$ cat src/rtl/audio_pkg.sv
// Shared types and frame constants for the audio sample output path.
package audio_pkg;

  typedef enum logic [1:0] {
    IDLE  = 2'd0,
    SHIFT = 2'd1,
    GAP   = 2'd2
  } state_t;

  localparam int SAMPLE_W           = 16;
  localparam int FRAME_HALF_PERIODS = 32;
  localparam int GAP_HALF_PERIODS   = 2;

  // Two's complement samples become offset binary by flipping the sign bit.
  function automatic logic [SAMPLE_W-1:0] to_dac_code(input logic [SAMPLE_W-1:0] s,
                                                      input bit signed_in);
    logic [SAMPLE_W-1:0] r;
    r = s;
    if (signed_in) r[SAMPLE_W-1] = ~s[SAMPLE_W-1];
    return r;
  endfunction

endpackage

$ cat src/rtl/dac_serializer_if.sv
// Sample strobe from the filter chain plus the serial DAC pins and status.
interface dac_serializer_if;
  import audio_pkg::*;

  logic [SAMPLE_W-1:0] sample_in;
  logic                sample_valid;
  logic                sample_ready;
  logic                dac_sync_n;
  logic                dac_sclk;
  logic                dac_din;
  logic                busy;
  logic [7:0]          overrun_cnt;

  modport master (
    output sample_in, sample_valid,
    input  sample_ready, dac_sync_n, dac_sclk, dac_din, busy, overrun_cnt
  );

  modport slave (
    input  sample_in, sample_valid,
    output sample_ready, dac_sync_n, dac_sclk, dac_din, busy, overrun_cnt
  );

endinterface

$ cat src/rtl/dac_serializer_sclk_tick_gen.sv
// Divider producing one tick every CLK_DIV clk cycles; each tick marks the
// end of one dac_sclk half period.
module sclk_tick_gen #(
  parameter int CLK_DIV = 4
) (
  input  logic clk,
  input  logic rst,
  input  logic clear,
  output logic tick
);

  localparam int CW = (CLK_DIV > 1) ? $clog2(CLK_DIV) : 1;
  localparam logic [CW-1:0] LAST = CW'(CLK_DIV - 1);

  logic [CW-1:0] cnt;

  // Free-running divide counter, restarted so a new frame gets full half periods.
  always_ff @(posedge clk or posedge rst) begin
    if (rst) begin
      cnt <= '0;
    end else if (clear || cnt == LAST) begin
      cnt <= '0;
    end else begin
      cnt <= cnt + 1'b1;
    end
  end

  assign tick = (cnt == LAST);

endmodule

$ cat src/rtl/dac_serializer.sv
// Serialises 16-bit samples MSB first into an SPI-style DAC; drops and
// counts samples that arrive while a frame or its trailing gap is active.
module dac_serializer
  import audio_pkg::*;
#(
  parameter int CLK_DIV   = 4,
  parameter bit SIGNED_IN = 1'b1
) (
  input logic             clk,
  input logic             rst,
  dac_serializer_if.slave bus
);

  state_t              state;
  logic [SAMPLE_W-1:0] shreg;
  logic [4:0]          hp_cnt;
  logic [SAMPLE_W-1:0] code;
  logic                accept;
  logic                tick;

  assign code   = to_dac_code(bus.sample_in, SIGNED_IN);
  assign accept = bus.sample_valid && bus.sample_ready;

  sclk_tick_gen #(.CLK_DIV(CLK_DIV)) u_tick (
    .clk   (clk),
    .rst   (rst),
    .clear (accept),
    .tick  (tick)
  );

  // Frame FSM; every pin and status output is a register written here.
  always_ff @(posedge clk or posedge rst) begin
    if (rst) begin
      state            <= IDLE;
      shreg            <= '0;
      hp_cnt           <= '0;
      bus.sample_ready <= 1'b1;
      bus.dac_sync_n   <= 1'b1;
      bus.dac_sclk     <= 1'b1;
      bus.dac_din      <= 1'b0;
      bus.busy         <= 1'b0;
      bus.overrun_cnt  <= '0;
    end else begin
      if (bus.sample_valid && !bus.sample_ready && bus.overrun_cnt != 8'hFF) begin
        bus.overrun_cnt <= bus.overrun_cnt + 8'd1;
      end

      case (state)
        IDLE: begin
          if (accept) begin
            shreg            <= code;
            bus.dac_din      <= code[SAMPLE_W-1];
            hp_cnt           <= '0;
            bus.dac_sync_n   <= 1'b0;
            bus.dac_sclk     <= 1'b1;
            bus.sample_ready <= 1'b0;
            bus.busy         <= 1'b1;
            state            <= SHIFT;
          end
        end

        SHIFT: begin
          if (tick) begin
            bus.dac_sclk <= ~bus.dac_sclk;
            hp_cnt       <= hp_cnt + 5'd1;
            // Advance the word only as sclk returns high, after the DAC's falling-edge sample.
            if (!bus.dac_sclk) begin
              shreg       <= shreg << 1;
              bus.dac_din <= shreg[SAMPLE_W-2];
            end
            if (hp_cnt == 5'(FRAME_HALF_PERIODS - 1)) begin
              hp_cnt         <= '0;
              bus.dac_sync_n <= 1'b1;
              bus.dac_sclk   <= 1'b1;
              bus.dac_din    <= 1'b0;
              state          <= GAP;
            end
          end
        end

        GAP: begin
          if (tick) begin
            hp_cnt <= hp_cnt + 5'd1;
            if (hp_cnt == 5'(GAP_HALF_PERIODS - 1)) begin
              hp_cnt           <= '0;
              bus.sample_ready <= 1'b1;
              bus.busy         <= 1'b0;
              state            <= IDLE;
            end
          end
        end

        default: state <= IDLE;
      endcase
    end
  end

endmodule

$ cat src/flat_wrapper.sv
// flat-port wrapper written by rule: the top's interface ports become plain ports
module dac_serializer_flat import audio_pkg::*;
#(
  parameter int CLK_DIV   = 4,
  parameter bit SIGNED_IN = 1'b1
)
  (clk, rst, bus_sample_in, bus_sample_valid, bus_sample_ready, bus_dac_sync_n, bus_dac_sclk, bus_dac_din, bus_busy, bus_overrun_cnt);
  dac_serializer_if bus_i ();
  input logic clk;
  input logic rst;
  input wire logic [$bits(bus_i.sample_in)-1:0] bus_sample_in;
  input wire logic [$bits(bus_i.sample_valid)-1:0] bus_sample_valid;
  output wire logic [$bits(bus_i.sample_ready)-1:0] bus_sample_ready;
  output wire logic [$bits(bus_i.dac_sync_n)-1:0] bus_dac_sync_n;
  output wire logic [$bits(bus_i.dac_sclk)-1:0] bus_dac_sclk;
  output wire logic [$bits(bus_i.dac_din)-1:0] bus_dac_din;
  output wire logic [$bits(bus_i.busy)-1:0] bus_busy;
  output wire logic [$bits(bus_i.overrun_cnt)-1:0] bus_overrun_cnt;
  assign bus_i.sample_in = bus_sample_in;
  assign bus_i.sample_valid = bus_sample_valid;
  assign bus_sample_ready = bus_i.sample_ready;
  assign bus_dac_sync_n = bus_i.dac_sync_n;
  assign bus_dac_sclk = bus_i.dac_sclk;
  assign bus_dac_din = bus_i.dac_din;
  assign bus_busy = bus_i.busy;
  assign bus_overrun_cnt = bus_i.overrun_cnt;
  dac_serializer #(.CLK_DIV(CLK_DIV), .SIGNED_IN(SIGNED_IN)) u_core (.clk(clk), .rst(rst), .bus(bus_i));
endmodule
$ cat config.mk
export PLATFORM = sky130hd
export DESIGN_NAME = dac_serializer_flat
export DESIGN_NICKNAME = d
export VERILOG_FILES = /design/src/rtl/audio_pkg.sv /design/src/rtl/dac_serializer_if.sv /design/src/rtl/dac_serializer_sclk_tick_gen.sv /design/src/rtl/dac_serializer.sv /design/src/flat_wrapper.sv
export SDC_FILE = /design/constraint.sdc
export NUM_CORES = 1
export LEC_CHECK = 0
export BUFFER_PORTS_ARGS = -buffer_cell sky130_fd_sc_hd__buf_4
export CAP_MARGIN = 0
export CORE_MARGIN = 2
export CORE_UTILIZATION = 60
export DETAILED_ROUTE_END_ITERATION = 16
export HOLD_SLACK_MARGIN = 0.06
export PLACE_DENSITY = 0.84
export SLEW_MARGIN = 5
export SYNTH_ARGS = -nofsm -noshare
export SYNTH_HDL_FRONTEND = slang
export SYNTH_HIERARCHICAL = 1
export SYNTH_SLANG_ARGS = --single-unit
$ cat constraint.sdc
create_clock -name clk -period 2.99 [get_ports clk]
set_input_delay 0.1495 -clock clk [delete_from_list [all_inputs] [get_ports clk]]
set_output_delay 0.1495 -clock clk [all_outputs]
set_load 0.005 [all_outputs]
**Yosys cells after proc, flatten, opt, wreduce, memory -nomap -nowiden**

Index checks and enable logic that the tools add are counted.

- Register bits: 37
- Latch bits: 0
- Bits in writable memories: 0
- Memory bits (read-only): 0
- Input port bits: 19
- Output and inout port bits: 13
- Memories kept: 0

- Add/sub/neg operators: 3
- $mul: 0
- Div/mod/pow operators: 0
- Order comparisons: 0
- Equal/unequal tests: 13
- Shift operators: 0
- Muxes and demuxes: 36
- Bitwise logic cells: 2
- Reductions and logical operators: 16

Operator list:

| kind | number |
|---|---|
| $mux 15 | 3 |
| $pmux 15 s2 | 1 |
| $mux 5 | 5 |
| $reduce_and 4->1 | 5 |
| $pmux 5 s3 | 1 |
| $mux 1 | 14 |
| $mux 2 | 6 |
| $pmux 1 s2 | 5 |
| $add 8x1->8 const B | 1 |
| $ne 2x1->1 const B | 4 |
| $ne 8x8->1 const B | 1 |
| $pmux 2 s3 | 1 |
| $add 5x1->5 const B | 1 |
| $eq 5x1->1 const B | 1 |
| $eq 5x5->1 const B | 1 |
| $reduce_and 5->1 | 1 |
| $eq 2x2->1 const B | 2 |
| $ne 2x2->1 const B | 2 |
| $reduce_bool 2->1 | 2 |
| $logic_and 1x1->1 | 3 |
| $ne 3x3->1 const B | 1 |
| $reduce_and 3->1 | 1 |
| $reduce_bool 3->1 | 1 |
| $add 2x1->2 const B | 1 |
| 5 further kinds | 6 |

**Logic depth before layout (Yosys ltp)**

- Depth after elaboration: 4
- Depth in mapped cells: 8
- Depth with buffers taken out: 8

**Hierarchy**

Netlist, hierarchy kept.

By module, submodules not included:

| module | instances | cells each | area an instance (um2) | seq. area each (um2) |
|---|---|---|---|---|
| dac_serializer | 1 | 168 | 1,869.3 | 879.6 |
| sclk_tick_gen | 1 | 6 | 88.8 | 50.0 |

**Worst setup path after synthesis**

OpenSTA, ideal clock, no wires.

- Kind: register to register
- From: register u_core.hp_cnt[0]
- To: register u_core.state[0]
- Setup time: 128 ps
- Arrival: 1,619 ps
- Data required time: 2,862 ps
- Slack: 1,244 ps
- Stages on the path, launching flop included: 8
- Buffers on the path: 0
- Clock period less this slack: 1,746 ps
- Cells stage by stage: dfrtp_1 ha_1 inv_1 nor3_1 ha_1 and2b_2 nor4_2 mux2_1

- Word-level cells in the longest chain between the ends: 3
- Elaborated cells on any way between the ends: 5
- Classes of those cells: eq/ne (4); reduce/logical (1)

Ends and longest elaborated chain:

| element | line | text |
|---|---|---|
| from (decl) | dac_serializer.sv:16 | `logic [4:0] hp_cnt;` |
| from (signal assigned) | dac_serializer.sv:65 | `hp_cnt <= hp_cnt + 5'd1;` |
| from (signal assigned) | dac_serializer.sv:83 | `hp_cnt <= hp_cnt + 5'd1;` |
| $eq 5x5->1 or $eq 5x1->1 (tied branches) | dac_serializer.sv:71, dac_serializer.sv:84 |  |
| $ne 2x1->1 (no line) | - |  |
| $reduce_and 5->1 (no line) (*) | - |  |
| to (signal assigned) | dac_serializer.sv:76 | `state <= GAP;` |
| to (signal assigned) | dac_serializer.sv:88 | `state <= IDLE;` |
| to (signal assigned) | dac_serializer.sv:93 | `default: state <= IDLE;` |
| to (decl) | dac_serializer.sv:14 | `state_t state;` |

Every way passes the cells marked *; elsewhere a longest branch is shown, timed or not.
A chain may end at the register's enable or synchronous reset.

**Worst setup path in the final report**

Same ends and word-level chain as after synthesis.

==> out/qor.yml <==
vias: 1433
startpoint: "u_core/hp_cnt[0]"
relSlewSlack: 0.713
setup_violations: 0
io_buffers: 31
r2r_slack_ns: 0.99
slew_viol_final: 0
synth.area.mux_share: 0.0888
timing.rr.end: "u_core/state[0]"
rsz0062_at_grt: "no"
grt.overflow.total: 0
synth_top_family_by_area: "simple AND/OR/NAND/NOR gates"
grt_pass1_vias: 1404
timing.rr.start: "u_core/hp_cnt[0]"
min_to: "u_core/shreg[1]"
multi_input_area_sq_um: 952
drc_errors: 0
status: "completed"
synthFlopType: "dfrtp_1"
ys_types: 46
wl_per_cell_um: 14.3
busiest_layer: "met2"
synth_cells: 174
seq_area_frac_synth: 0.475
grt_pass1_wl_um: 6150
initialDrtViolationCount: 66
cts_tree: "built"
synth-adder-area-share: 0.0575
min_from: "bus_sample_in[1]"
final_hold_viol_count: 0
arrival_ns: 2.24
power_w: 0.00109
worst_pin_slew_ns: 0.431
grt_use_met3: 0.0483
cp_data_required_time_ns: 3.23
syn_to_final_growth_pct: 17.3
timing.fmax_mhz: 500
diodes: 0
cp_max_fo: 5
final_util: 0.746
place_hpwl_um: 2790
dieArea_sq_um: 3740
maxCapViolations: 0
register_area_sq_um: 930
grt_use_met2: 0.377
synthXorXnorAreaFrac: 0.0313
place.gp.congestion: 0.764
syn_area_sq_um: 1960
ant_nets: 0
synth_top_cell_by_area: "dfrtp_1"
cts_root_buffer: "clkbuf_4"
ys_seq_elements: 37
coreArea_sq_um: 3080
path_class: "reg2reg"
drive_gt1_frac: 0.282
htreeDepth: 2
rows: 20
yosys.area.top_type_share: 0.435
p_per_area_nw_per_um2: 473
hold_ws_ns: 0.0940
synth-simple-area-share: 0.160
clkTransAtPathRegs_ns: 0.12
cts_buffers: 5
period_share: 0.669
worstSetupEndpointType: "register"
cts_buffer_depth: 2
ir_worst_vdd_v: 0.000323
start_util: 0.636
cts_sinks: 37
final.setup_skew_ns: 0.0144
first_pass_iters: 4
grtUsageMet1: 0.276
synth_area_leaders: "dfrtp_1 (43%), mux2i_1 (7.2%), ha_1 (5.8%), a21oi_1 (4.9%), dfstp_2 (4.0%)"
synth_compound_area_frac: 0.149
p_leak_nw: 1.01
postCtsSetupRepairBufs: 0
fin_nets: 240
clock_latency_ns: 0.36
grt.total_usage: 0.228
die_w_um: 61.1
die_h_um: 61.1
setup_tns_ns: 0
wirelength_um: 3680
holdPathStages: 3
hold_class: "in2reg"
antenna_found_initial: 0
rr_worst_depth: 7
synth_edf_count: 0
syn_avg_cell_area_sq_um: 11.3
via_per_inst: 5.58
fillers: 225
fin_crit_ns: 2.00
syn-num-nets: 202
grt_max_degree: 36
critPathLaunchType: "register"
yosys-top-cells-count: "dfrtp_1 (34), a21oi_1 (19), nor2_1 (18)"
yosysMostFrequentCell: "dfrtp_1"
ios: 32
ys_async_sr_fraction: 1.00
ys_warn_count: 6
[how the worst max path moves through the flow]
stage	end	slack, ns	cells past startpoint
after detailed placement	u_core/state[0]	1.05	7
after floorplan	u_core/state[0]	1.24	7
after CTS	u_core/state[0]	1.01	7
final	u_core/state[0]	0.99	7
after global placement	u_core/state[0]	1.15	7
after global routing	u_core/state[0]	0.90	7
[worst max-delay path: stages, from the launching register on]
cell	delay (ns)
dfrtp_1	0.44
ha_1	0.19
inv_1	0.06
nor3_1	0.18
ha_1	0.22
and2b_2	0.27
nor4_2	0.17
mux2_1	0.34
[state kept, by name, indices dropped and copies added, names as in the netlist]
signal,flops
u_core/bus.busy,1
u_core/bus.dac_din,1
u_core/bus.dac_sclk,1
u_core/bus.dac_sync_n,1
u_core/bus.overrun_cnt,8
u_core/bus.sample_ready,1
u_core/hp_cnt,5
u_core/shreg,15
u_core/state,2
u_core/u_tick/cnt,2
[layer usage]
| layer | vias to the layer above | share of wire |
|---|---|---|
| met4 | 0 | 0.021 |
| met3 | 9 | 0.036 |
| met1 | 697 | 0.43 |
| met2 | 31 | 0.51 |
| li1 | 696 | - |
| met5 | - | 0 |
[logic make-up (layout without fill, tap and decap cells)]
group	count (synthesis)	after routing
muxes	17	17
and+or+nand+nor	52	52
adders and majority gates	9	9
buffers and inverters	14	53
DFF	37	37
AOI/OAI and AO/OA	38	38
xor gates and xnor gates	7	7
[through the flow]
stage | setup WS, ns | instances | instance area (sq um)
after floorplan | 1.24 | 174 | 1960
after global placement | 1.15 | 247 | 2230
after detailed placement | 1.05 | 247 | 2230
after CTS | 1.01 | 257 | 2300
after global routing | 0.905 | 257 | 2300
final | 0.988 | 257 | 2300
[layout by cell type, fill, tap and decap left out, types with 2 or more instances in the layout]
cell | synthesis | routed
buf_4 | 2 | 34
dfrtp_1 | 34 | 34
a21oi_1 | 19 | 19
nor2_1 | 18 | 18
mux2i_1 | 14 | 14
ha_1 | 9 | 9
inv_1 | 8 | 8
nand2_1 | 7 | 7
xnor2_1 | 6 | 6
clkbuf_4 | 0 | 5
nand3_1 | 4 | 4
nor3_1 | 3 | 3
o22a_1 | 3 | 3
o21ai_0 | 3 | 3
o22ai_1 | 3 | 3
dfstp_2 | 3 | 3
clkinv_2 | 0 | 2
dlygate4sd3_1 | 0 | 2
nand2b_1 | 2 | 2
and2_1 | 2 | 2
nand4_1 | 2 | 2
o2bb2ai_1 | 2 | 2
mux2_2 | 2 | 2
nor4_2 | 2 | 2
[where the power goes]
part | internal, W | total [W] | switching [W]
logic | 0.000127 | 0.000214 | 0.0000865
registers | 0.000555 | 0.000615 | 0.0000595
clock network | 0.0000896 | 0.000258 | 0.000169
[repair_timing]
action | CTS | global route
hold buffers | 2 | 0
hold endpoints to repair | 35 | 0
resized for setup | 0 | 0
[layout make-up]
type,count,area share
clock buffers,6,0.0180
clock inverters,2,0.00436
inverters,9,0.0147
multi-input cells,123,0.414
flip-flops and latches,37,0.405
well taps,44,0.0240
repair buffers,36,0.120
(Power assumes the default switching activity.)
